### src/rtl/xm23_alu_if.sv
// rtl/xm23_alu_if.sv - operand/result bundle between the XM23 control unit and ALU
interface xm23_alu_if;
  logic [15:0] d_bus;
  logic [15:0] s_bus;
  logic [5:0]  alu_op;
  logic [15:0] psw_in;
  logic        psw_update;
  logic [15:0] alu_out;
  logic [15:0] alu_psw_out;

  modport master (
    output d_bus, s_bus, alu_op, psw_in, psw_update,
    input  alu_out, alu_psw_out
  );

  modport slave (
    input  d_bus, s_bus, alu_op, psw_in, psw_update,
    output alu_out, alu_psw_out
  );
endinterface

### src/rtl/xm23_alu.sv
// rtl/xm23_alu.sv - registered 16-bit XM23 ALU; BCD add built only with XM23_ALU_DADD_EN
// Byte mode works on bits 7:0 and carries d_bus[15:8] through untouched.
module xm23_alu (
  input  logic      Clock,
  input  logic      Reset,
  xm23_alu_if.slave bus
);
  localparam logic [4:0] OP_ADD  = 5'd0,  OP_ADDC = 5'd1,  OP_SUB  = 5'd2,  OP_SUBC = 5'd3;
  localparam logic [4:0] OP_DADD = 5'd4,  OP_CMP  = 5'd5,  OP_XOR  = 5'd6,  OP_AND  = 5'd7;
  localparam logic [4:0] OP_OR   = 5'd8,  OP_BIT  = 5'd9,  OP_BIC  = 5'd10, OP_BIS  = 5'd11;
  localparam logic [4:0] OP_MOV  = 5'd12, OP_SRA  = 5'd13, OP_RRC  = 5'd14, OP_SWPB = 5'd15;
  localparam logic [4:0] OP_SXT  = 5'd16;

  logic [15:0] alu_out_q, alu_out_d;
  logic [15:0] psw_q, psw_d;

  logic [4:0]  op;
  logic [15:0] d, s, b_op, val, fres;
  logic        eb, c_in, cin;
  logic [16:0] sum_w;
  logic [8:0]  sum_b;
  logic [15:0] add_val;
  logic        add_c, add_v, dm, bm, rm;
  logic        keep_d, upd_zn, upd_c, upd_v, c_new, v_new, z_new, n_new;

`ifdef XM23_ALU_DADD_EN
  logic [15:0] dadd_val;
  logic        dadd_c;
  logic [4:0]  dsum;
  logic        dc, dc_b;

  // Per-digit decimal add; raw digit sums above 9 get +6 and carry onward.
  always_comb begin
    dadd_val = 16'h0000;
    dc       = bus.psw_in[0];
    dc_b     = 1'b0;
    dsum     = 5'd0;
    for (int i = 0; i < 4; i++) begin
      dsum = {1'b0, bus.d_bus[4*i +: 4]} + {1'b0, bus.s_bus[4*i +: 4]} + {4'b0, dc};
      dc   = (dsum > 5'd9);
      if (dc) dsum = dsum + 5'd6;
      dadd_val[4*i +: 4] = dsum[3:0];
      if (i == 1) dc_b = dc;
    end
    dadd_c = eb ? dc_b : dc;
  end
`endif

  always_comb begin
    op   = bus.alu_op[4:0];
    d    = bus.d_bus;
    s    = bus.s_bus;
    c_in = bus.psw_in[0];
    eb   = bus.alu_op[5] && (op != OP_SWPB) && (op != OP_SXT);

    b_op = (op == OP_SUB || op == OP_SUBC || op == OP_CMP) ? ~s : s;
    case (op)
      OP_ADD:           cin = 1'b0;
      OP_SUB, OP_CMP:   cin = 1'b1;
      default:          cin = c_in;
    endcase
    sum_w   = {1'b0, d} + {1'b0, b_op} + {16'b0, cin};
    sum_b   = {1'b0, d[7:0]} + {1'b0, b_op[7:0]} + {8'b0, cin};
    add_val = eb ? {8'h00, sum_b[7:0]} : sum_w[15:0];
    add_c   = eb ? sum_b[8] : sum_w[16];
    dm      = eb ? d[7] : d[15];
    bm      = eb ? b_op[7] : b_op[15];
    rm      = eb ? sum_b[7] : sum_w[15];
    add_v   = (dm == bm) && (rm != dm);

    val    = d;
    keep_d = 1'b0;
    upd_zn = 1'b0;
    upd_c  = 1'b0;
    upd_v  = 1'b0;
    c_new  = c_in;
    v_new  = bus.psw_in[4];

    case (op)
      OP_ADD, OP_ADDC, OP_SUB, OP_SUBC, OP_CMP: begin
        val    = add_val;
        keep_d = (op == OP_CMP);
        c_new  = add_c;
        v_new  = add_v;
        upd_zn = 1'b1;
        upd_c  = 1'b1;
        upd_v  = 1'b1;
      end
`ifdef XM23_ALU_DADD_EN
      OP_DADD: begin
        val    = dadd_val;
        c_new  = dadd_c;
        upd_zn = 1'b1;
        upd_c  = 1'b1;
      end
`endif
      OP_XOR, OP_AND, OP_OR, OP_BIT, OP_BIC, OP_BIS: begin
        case (op)
          OP_XOR:        val = d ^ s;
          OP_OR, OP_BIS: val = d | s;
          OP_BIC:        val = d & ~s;
          default:       val = d & s;
        endcase
        keep_d = (op == OP_BIT);
        v_new  = 1'b0;
        upd_zn = 1'b1;
        upd_v  = 1'b1;
      end
      OP_MOV: val = s;
      OP_SRA, OP_RRC: begin
        if (op == OP_SRA)
          val = eb ? {8'h00, d[7], d[7:1]} : {d[15], d[15:1]};
        else
          val = eb ? {8'h00, c_in, d[7:1]} : {c_in, d[15:1]};
        c_new  = d[0];
        upd_zn = 1'b1;
        upd_c  = 1'b1;
      end
      OP_SWPB: begin
        val    = {d[7:0], d[15:8]};
        upd_zn = 1'b1;
      end
      OP_SXT: begin
        val    = {{8{d[7]}}, d[7:0]};
        upd_zn = 1'b1;
      end
      default: val = d;
    endcase

    fres      = eb ? {d[15:8], val[7:0]} : val;
    z_new     = eb ? (fres[7:0] == 8'h00) : (fres == 16'h0000);
    n_new     = eb ? fres[7] : fres[15];
    alu_out_d = keep_d ? d : fres;

    psw_d = bus.psw_in;
    if (bus.psw_update) begin
      if (upd_c) psw_d[0] = c_new;
      if (upd_zn) begin
        psw_d[1] = z_new;
        psw_d[2] = n_new;
      end
      if (upd_v) psw_d[4] = v_new;
    end
  end

  always_ff @(posedge Clock) begin
    if (Reset) begin
      alu_out_q <= 16'h0000;
      psw_q     <= 16'h0000;
    end else begin
      alu_out_q <= alu_out_d;
      psw_q     <= psw_d;
    end
  end

  assign bus.alu_out     = alu_out_q;
  assign bus.alu_psw_out = psw_q;
endmodule

### src/flat_wrapper.sv
// flat-port wrapper written by rule: the top's interface ports become plain ports
module xm23_alu_flat 
  (Clock, Reset, bus_d_bus, bus_s_bus, bus_alu_op, bus_psw_in, bus_psw_update, bus_alu_out, bus_alu_psw_out);
  xm23_alu_if bus_i ();
  input  logic Clock;
  input  logic Reset;
  input wire logic [$bits(bus_i.d_bus)-1:0] bus_d_bus;
  input wire logic [$bits(bus_i.s_bus)-1:0] bus_s_bus;
  input wire logic [$bits(bus_i.alu_op)-1:0] bus_alu_op;
  input wire logic [$bits(bus_i.psw_in)-1:0] bus_psw_in;
  input wire logic [$bits(bus_i.psw_update)-1:0] bus_psw_update;
  output wire logic [$bits(bus_i.alu_out)-1:0] bus_alu_out;
  output wire logic [$bits(bus_i.alu_psw_out)-1:0] bus_alu_psw_out;
  assign bus_i.d_bus = bus_d_bus;
  assign bus_i.s_bus = bus_s_bus;
  assign bus_i.alu_op = bus_alu_op;
  assign bus_i.psw_in = bus_psw_in;
  assign bus_i.psw_update = bus_psw_update;
  assign bus_alu_out = bus_i.alu_out;
  assign bus_alu_psw_out = bus_i.alu_psw_out;
  xm23_alu u_core (.Clock(Clock), .Reset(Reset), .bus(bus_i));
endmodule
### config.mk
export PLATFORM = sky130hd
export DESIGN_NAME = xm23_alu_flat
export DESIGN_NICKNAME = d
export VERILOG_FILES = /design/src/rtl/xm23_alu_if.sv /design/src/rtl/xm23_alu.sv /design/src/flat_wrapper.sv
export SDC_FILE = /design/constraint.sdc
export NUM_CORES = 1
export LEC_CHECK = 0
export CORE_UTILIZATION = 35
export DETAILED_ROUTE_END_ITERATION = 8
export GPL_TIMING_DRIVEN = 0
export SYNTH_ARGS = -nofsm -noshare
export SYNTH_HDL_FRONTEND = slang
export SYNTH_SLANG_ARGS = --single-unit
### constraint.sdc
create_clock -name Clock -period 10.9 [get_ports Clock]
set_input_delay 3.27 -clock Clock [delete_from_list [all_inputs] [get_ports Clock]]
set_output_delay 3.27 -clock Clock [all_outputs]
set_load 0.01 [all_outputs]
# Yosys cells after proc, flatten, opt, wreduce, memory -nomap -nowiden

Cells that the tools add are included.

Register bits: 32
Bits of input ports: 57
Output and inout bits: 32
Logic and storage cells: 73

Add/subtract/negate cells: 4
Equal/unequal tests: 19
Muxes and demuxes: 27
Bitwise logic cells: 5
Reduce and logical (&&, ||, !) cells: 16

Operators by type and width:

| cell               | count |
|---|---|
| $mux 16            | 7 |
| $pmux 16 s6        | 1 |
| $pmux 16 s3        | 1 |
| $eq 5x4->1 const B | 8 |
| $and 16x16->16     | 2 |
| $add 16x16->17     | 1 |
| $add 17x1->17      | 1 |
| $logic_not 16->1   | 1 |
| $not 16->16        | 1 |
| $or 16x16->16      | 1 |
| $xor 16x16->16     | 1 |
| $eq 5x3->1 const B | 3 |
| $reduce_or 15->1   | 1 |
| $mux 1             | 12 |
| $reduce_or 11->1   | 1 |
| $eq 5x2->1 const B | 2 |
| $add 8x8->9        | 1 |
| $add 9x1->9        | 1 |
| $logic_not 8->1    | 1 |
| $pmux 1 s2         | 4 |
| $reduce_or 7->1    | 1 |
| $reduce_or 2->1    | 3 |
| $reduce_or 6->1    | 1 |
| $eq 5x1->1 const B | 1 |
| other kinds (11)   | 14 |

# Logic depth before layout (Yosys ltp)

Gate-level depths: netlist of run 1.

Depth in word-level cells: 13
Gate-level depth with buffers: 17
Gate-level depth less buffers: 14

# Worst setup path after synthesis of run 1

Ideal clock, no wire load.

Kind: input -> register
From: input port bus_alu_op[3]
To: register u_core.alu_out_q[14], in the netlist u_core.bus.alu_out[14]
Library setup time: 0.059 ns
Data arrival time: 7.141 ns
Data required time: 10.841 ns
Slack: 3.700 ns
Stages on the path: 16
Cell sequence: clkbuf_2 -> or2_2 -> clkbuf_1 -> a21oi_2 -> clkbuf_1 -> xnor2_1 -> fa_1 -> fa_1 -> a21oi_1 -> o2111ai_1 -> a21o_1 -> a21boi_0 -> o21ai_0 -> mux2_2 -> o31ai_1 -> and2_1

Word-level cells in the longest chain between the ends: 10
Elaborated cells on any way between the ends: 40
Those cells by class: add/sub (2); eq/ne (17); mux (11); reduce/logical (10)

RTL lines:

| what                           | RTL line                                       | RTL |
|---|---|---|
| from (decl)                    | flat_wrapper.sv:9                              | `input wire logic [$bits(bus_i.alu_op)-1:0] bus_alu_op;` |
| $eq 5x2->1 (on tied branches)  | xm23_alu.sv:56, xm23_alu.sv:57, xm23_alu.sv:79 |  |
| $logic_or 1x1->1 (2 in series) | xm23_alu.sv:56                                 | `b_op = (op == OP_SUB \|\| op == OP_SUBC \|\| op == OP_CMP) ? ~s : s;` |
| $mux 16                        | xm23_alu.sv:56                                 |  |
| $add 16x16->17                 | xm23_alu.sv:62                                 | `sum_w = {1'b0, d} + {1'b0, b_op} + {16'b0, cin};` |
| $add 17x1->17                  | xm23_alu.sv:62                                 |  |
| $mux 16                        | xm23_alu.sv:64                                 | `add_val = eb ? {8'h00, sum_b[7:0]} : sum_w[15:0];` |
| $pmux 16 s6                    | xm23_alu.sv:79                                 | `case (op)` |
| $mux 16                        | xm23_alu.sv:130                                | `fres = eb ? {d[15:8], val[7:0]} : val;` |
| $mux 16 (*)                    | xm23_alu.sv:133                                | `alu_out_d = keep_d ? d : fres;` |
| to (signal assigned)           | xm23_alu.sv:151                                | `alu_out_q <= alu_out_d;` |
| to (decl)                      | xm23_alu.sv:14                                 | `logic [15:0] alu_out_q, alu_out_d;` |

Every way passes the cells marked *; elsewhere a longest branch is shown, timed or not.
A chain may end at the register's enable or synchronous reset.

# Final worst setup path of run 1

From: input port bus_alu_op[2]
To: register u_core.psw_q[1], in the netlist u_core.bus.alu_psw_out[1]

Word-level cells in the longest chain between the ends: 13
Elaborated cells on any way between the ends: 47
Those cells by class: add/sub (4); eq/ne (17); mux (13); reduce/logical (13)

RTL lines:

| what                                                | RTL line                                       | RTL |
|---|---|---|
| $eq 5x2->1 (on tied branches)                       | xm23_alu.sv:56, xm23_alu.sv:57, xm23_alu.sv:79 |  |
| $logic_or 1x1->1 (2 in series)                      | xm23_alu.sv:56                                 |  |
| $mux 16                                             | xm23_alu.sv:56                                 |  |
| $add 16x16->17 or $add 8x8->9 (tied branches)       | xm23_alu.sv:62, xm23_alu.sv:63                 |  |
| $add 17x1->17 or $add 9x1->9 (tied branches)        | xm23_alu.sv:62, xm23_alu.sv:63                 |  |
| $mux 16                                             | xm23_alu.sv:64                                 |  |
| $pmux 16 s6                                         | xm23_alu.sv:79                                 |  |
| $mux 16                                             | xm23_alu.sv:130                                |  |
| $logic_not 16->1 or $logic_not 8->1 (tied branches) | xm23_alu.sv:131                                | `z_new = eb ? (fres[7:0] == 8'h00) : (fres == 16'h0000);` |
| $mux 1                                              | xm23_alu.sv:131                                |  |
| $mux 2 (*)                                          | xm23_alu.sv:138                                | `if (upd_zn) begin` |
| $mux 3 (*)                                          | xm23_alu.sv:136                                | `if (bus.psw_update) begin` |
| to (signal assigned)                                | xm23_alu.sv:152                                | `psw_q <= psw_d;` |
| to (decl)                                           | xm23_alu.sv:15                                 | `logic [15:0] psw_q, psw_d;` |

Marked as above.

==> impl_metrics.yaml, run 1 <==
status:
  status: "finished, violations left"
  violations: "DRC"
worst_setup_path:
  crit_type: "input pin to flop"
  worstPathRequired_ns: 11.10
  crit_fanout: 10
  startpoint_type: "input pin"
  arrival_ns: 8.84
  critPathCaptureType: "flop"
power_and_ir_drop:
  power_frac_comb: 0.459
  switching_share: 0.356
  power_frac_seq: 0.247
  power.internal_uw: 336
  p_clk_frac: 0.294
  switchingPower_uw: 185
  cellLeakagePower_nw: 2.07
  powerDensity_nw_per_um2: 96.9
  ir_worst_vdd_mv: 0.0494
place:
  gp_congestion: 0.937
  place_hpwl_microns: 14100
  placed_cell_area_sq_um: 5210
  numPortBuffers: 87
sta:
  rsz0062_at_grt: "false"
  finalCriticalPeriod_ns: 8.64
  whs_ns: 3.54
  final_hold_viol_count: 0
  period_share: 0.793
  drv_slew: 0
  maxSlewHeadroom: 0.0520
  finalSetupViolCount: 0
  worst_pin_slew_ns: 1.41
  fmax_mhz: 116
  tns_ns: 0
yosys:
  avgSynthCellArea_sq_um: 7.44
  synth.top_cell.area_share: 0.154
  synthTopCellsByArea: "dfxtp_1, ha_1, xnor2_1"
  synth_area_leader_cell: "dfxtp_1"
  synthCells: 559
  yosys.cell_types.count: 76
  ys_seq_elements: 32
  synth_common_cells: "inv_1, nor2_1, dfxtp_1, nor3_1, ha_1"
  synth_area_sq_um: 4160
  synth_flop_cell: "dfxtp_1"
  synth_nets: 649
  yosysMostFrequentCell: "inv_1"
  synth_edf_count: 0
  ys_seq_area_frac: 0.154
  synth-async-reset-ratio: 0
  yosys_warnings: 0
die:
  num_io_pins: 89
  core_area_sq_um: 11500
  rows: 39
  start_util: 0.361
  die_area_sq_um: 12300
  die_w_microns: 111
  die_h_microns: 111
detailed_routing:
  routed-via-count: 4992
  viasPerCell: 6.26
  wl_per_cell_microns: 22.2
  first_pass_iters: 8
  post-route-drc-count: 21
  dr.first_iter.drc_count: 507
  wl_microns: 17700
  ant_nets: 0
clocking:
  ctsResizeCount: 0
  cts_htree_levels: 2
  clockBufferDepth: 2
  cts-hold-fix-buffers: 0
  path_clk_slew_ns: 0.05
  cts_tree: "yes"
  post_cts_buffers: 0
  ctsRootBufferMaster: "clkbuf_16"
  cts_buffers: 5
  numClockSinks: 32
hold_path:
  hold_start: "bus_psw_in[8]"
  hold_class: "input pin to flop"
  min_path_cells: 2
  holdPathEnd: "u_core.bus.alu_psw_out[8]$_SDFF_PP0_"
grt:
  met1_usage: 0.369
  grt.total_usage: 0.288
  grt_pass1_wl_microns: 27100
  use_met2: 0.472
  grt_pass1_vias: 4657
  antenna_found_initial: 0
  grt_overflow: 0
  grt_max_degree: 11
  busiest_layer: "met2"
  met3_usage: 0.0487
final_layout:
  diodes: 0
  finalInstanceArea_sq_um: 5380
  area_growth_pct: 29.3
  drive_above_1_share: 0.0673
  final_nets: 743
flow_run:
  maxCapViolCount: 0
[power groups by stage]
stage | Combinational [mW] | Clock, mW | Sequential, mW
finish | 0.239 | 0.153 | 0.129
global route | 0.258 | 0.161 | 0.129
CTS | 0.235 | 0.158 | 0.129
detailed placement | 0.234 | 0 | 0.131
global placement | 0.231 | 0 | 0.131
floorplan | 0.135 | 0 | 0.136
[kinds of logic after synthesis]
| family | synth area share |
|---|---|
| simple gates | 0.262 |
| compound gates | 0.325 |
| buf+inv | 0.0740 |
| fa+ha+maj | 0.103 |
| flops | 0.154 |
| xor+xnor | 0.0590 |
| mux | 0.0226 |
[per-stage QoR]
step           std cells  utilization  total power [mW]  setup WS [ns]
2_1_floorplan        559            -             0.272           3.70
3_3_place_gp         789        0.452             0.362           2.13
3_5_place_dp         789        0.453             0.365           2.06
4_1_cts              797        0.467             0.521           2.35
5_1_grt              797        0.467             0.549           2.08
6_report             797        0.467             0.521           2.26
[layout by cell type, fill, tap and decap left out, drive strengths merged, types with 12 or more instances in the layout]
| cell | instances |
|---|---|
| clkdlybuf4s50 | 87 |
| ha | 31 |
| nor2 | 36 |
| o21ai | 24 |
| inv | 41 |
| nor2b | 20 |
| clkbuf | 25 |
| a211oi | 25 |
| xnor2 | 26 |
| nand3 | 25 |
| a31oi | 12 |
| buf | 13 |
| nand2 | 28 |
| a21oi | 28 |
| dfxtp | 32 |
| nor3 | 32 |
[critical path: stages]
cell and delay, ns:
clkdlybuf4s50_1 0.55, buf_2 0.22, buf_2 0.27, nand3b_1 0.12
a21oi_2 0.54, clkbuf_1 0.74, xnor2_1 0.19, fa_1 0.51
a211o_1 0.35, a31oi_1 0.60, a21oi_1 0.18, xnor2_1 0.31
o211a_1 0.27, nor4b_2 0.38, nand4_1 0.16, o21ai_1 0.16
[registers in the layout, indices dropped and copies added, names as in the netlist]
register / cells
u_core.bus.alu_psw_out: 16
u_core.bus.alu_out: 16
[final cells by class]
cell class              instances  area, sq um
multi-input cells             454         3220
clock buffers                   6          129
fillers                      1198         6140
clock inverters                 2         35.0
repair buffers                 87          871
plain buffers                  32          154
inverters                      41          154
flip-flops and latches         32          641
well taps                     143          179
[routing by layer]
metal / wire [microns] / up-vias
met5: 0 / -
li1: - / 2303
met4: 655 / 0
met3: 1750 / 45
met1: 7360 / 2341
met2: 7930 / 303
[how the worst max path moves through the flow]
stage / startpoint / cells past startpoint / slack, ns / to
final: bus_alu_op[2] / 16 / 2.26 / u_core.bus.alu_psw_out[1]$_SDFF_PP0_
after global routing: bus_alu_op[3] / 17 / 2.08 / u_core.bus.alu_psw_out[1]$_SDFF_PP0_
after CTS: bus_alu_op[2] / 16 / 2.35 / u_core.bus.alu_psw_out[1]$_SDFF_PP0_
after detailed placement: bus_alu_op[2] / 16 / 2.06 / u_core.bus.alu_psw_out[1]$_SDFF_PP0_
after global placement: bus_alu_op[3] / 16 / 2.13 / u_core.bus.alu_psw_out[1]$_SDFF_PP0_
after floorplan: bus_alu_op[3] / 16 / 3.70 / u_core.bus.alu_out[14]$_SDFF_PP0_
Power figures use the tool's default switching activity.
==> inputs of run 2 (changes only) <==
==> constraint.sdc (replaced) <==
create_clock -name Clock -period 7.2 [get_ports Clock]
set_input_delay 2.16 -clock Clock [delete_from_list [all_inputs] [get_ports Clock]]
set_output_delay 2.16 -clock Clock [all_outputs]
set_load 0.01 [all_outputs]
==> impl_metrics.yaml, run 2 (synthesis gave the netlist of run 1 again) <==
status:
  violations: "DRC"
  status: "finished, violations left"
grt:
  grt_max_degree: 11
  grt_overflow: 0
  met3_usage: 0.0487
  grt_pass1_vias: 4657
  antenna_found_initial: 0
  met1_usage: 0.369
  grt_pass1_wl_microns: 27100
  use_met2: 0.472
  grt.total_usage: 0.288
  busiest_layer: "met2"
sta:
  whs_ns: 2.43
  rsz0062_at_grt: "false"
  maxSlewHeadroom: 0.123
  finalCriticalPeriod_ns: 7.02
  period_share: 0.976
  final_hold_viol_count: 0
  fmax_mhz: 142
  finalSetupViolCount: 0
  drv_slew: 0
  worst_pin_slew_ns: 1.31
worst_setup_path:
  worstPathCellList: "clkdlybuf4s50_1, clkbuf_2, or2_2, clkbuf_1, a21oi_4, buf_2, xnor2_1, fa_1, a211o_1, a31oi_1, a21oi_1, xnor2_1, o211a_1, nor4b_2, nand4_1, o21ai_1"
  critPathCaptureType: "flop"
  crit_fanout: 10
  startpoint_type: "input pin"
  worstPathRequired_ns: 7.40
  arrival_ns: 7.22
  crit_start: "bus_alu_op[3]"
  cpPeakStageDelay_ns: 0.61
  cpMaxStageDelayCell: "a31oi_1"
  cpMostUsedCell: "xnor2_1"
  crit_type: "input pin to flop"
die:
  die_area_sq_um: 12300
  core_area_sq_um: 11500
  die_h_microns: 111
  die_w_microns: 111
  start_util: 0.361
  rows: 39
  num_io_pins: 89
detailed_routing:
  first_pass_iters: 8
  ant_nets: 0
  dr.first_iter.drc_count: 533
  routed-via-count: 4945
  post-route-drc-count: 21
  viasPerCell: 6.21
  wl_microns: 17600
  wl_per_cell_microns: 22.2
clocking:
  numClockSinks: 32
  path_clk_slew_ns: 0.05
  post_cts_buffers: 0
  ctsRootBufferMaster: "clkbuf_16"
  cts_tree: "yes"
  cts_htree_levels: 2
  cts-hold-fix-buffers: 0
  clockBufferDepth: 2
  cts_buffers: 5
power_and_ir_drop:
  power_frac_seq: 0.247
  ir_worst_vdd_mv: 0.0747
  power.internal_uw: 509
  power_frac_comb: 0.459
  switchingPower_uw: 281
  switching_share: 0.356
  powerDensity_nw_per_um2: 147
  finalPower_uw: 789
  p_clk_frac: 0.294
  cellLeakagePower_nw: 2.08
final_layout:
  drive_above_1_share: 0.0689
  final_common_cell: "clkdlybuf4s50_1"
  area_growth_pct: 29.5
  diodes: 0
  utilization: 0.467
  final_nets: 742
  final_cell_mix: "clkdlybuf4s50_1, inv_1, nor2_1, nor3_1, dfxtp_1"
  finalInstanceArea_sq_um: 5380
  final_cells: 796
place:
  gp_congestion: 0.937
  placed_cells: 789
  place_hpwl_microns: 14100
  placed_cell_area_sq_um: 5210
  numPortBuffers: 87
hold_path:
  hold_class: "input pin to flop"
  hold_start: "bus_psw_in[8]"
flow_run:
  maxCapViolCount: 0
-- run 2: area by class of cell --
| cell class | count | area, sq um |
|---|---|---|
| clock inverters | 2 | 35.0 |
| inverters | 41 | 154 |
| fillers | 1197 | 6130 |
| plain buffers | 31 | 151 |
| flip-flops and latches | 32 | 641 |
| repair buffers | 87 | 871 |
| multi-input cells | 454 | 3220 |
| well taps | 143 | 179 |
| clock buffers | 6 | 129 |
-- run 2: final timing paths --
path	endpoint	slack, ns	cells past startpoint
worst max-delay path	u_core.bus.alu_psw_out[1]$_SDFF_PP0_	0.18	16
worst min-delay path	u_core.bus.alu_psw_out[8]$_SDFF_PP0_	2.43	2
-- run 2: critical path: cells and delay by family --
kind            cells  cell delay [ns]
xor+xnor            2             0.45
buf+inv             4             1.31
simple gates        3             0.85
fa+ha+maj           1             0.49
compound gates      6             1.94
-- run 2: stage by stage --
stage,setup TNS [ns],setup slack [ns]
6_report,0,0.176
5_1_grt,0,0.0209
4_1_cts,0,0.0678
3_5_place_dp,-3.10,-0.530
3_3_place_gp,-2.89,-0.462
2_1_floorplan,0,1.11
-- run 2: per-layer routing --
layer  vias to the layer above  wire, microns
li1                       2303              -
met1                      2326           7480
met4                         0            621
met2                       279           7950
met5                         -              0
met3                        37           1600
-- run 2: timing repair --
item                                    4_1_cts  5_1_grt
pin swaps                                     0        0
endpoints found under the setup margin        6        5
hold endpoints to repair                      0        0
gates resized for setup                       1        2
-- run 2: power by group through the flow --
stage,Clock (mW),Combinational [mW],Sequential (mW)
after CTS,0.239,0.355,0.195
final,0.232,0.362,0.195
after global routing,0.244,0.390,0.196
after floorplan,0,0.205,0.206
after global placement,0,0.350,0.198
after detailed placement,0,0.354,0.199
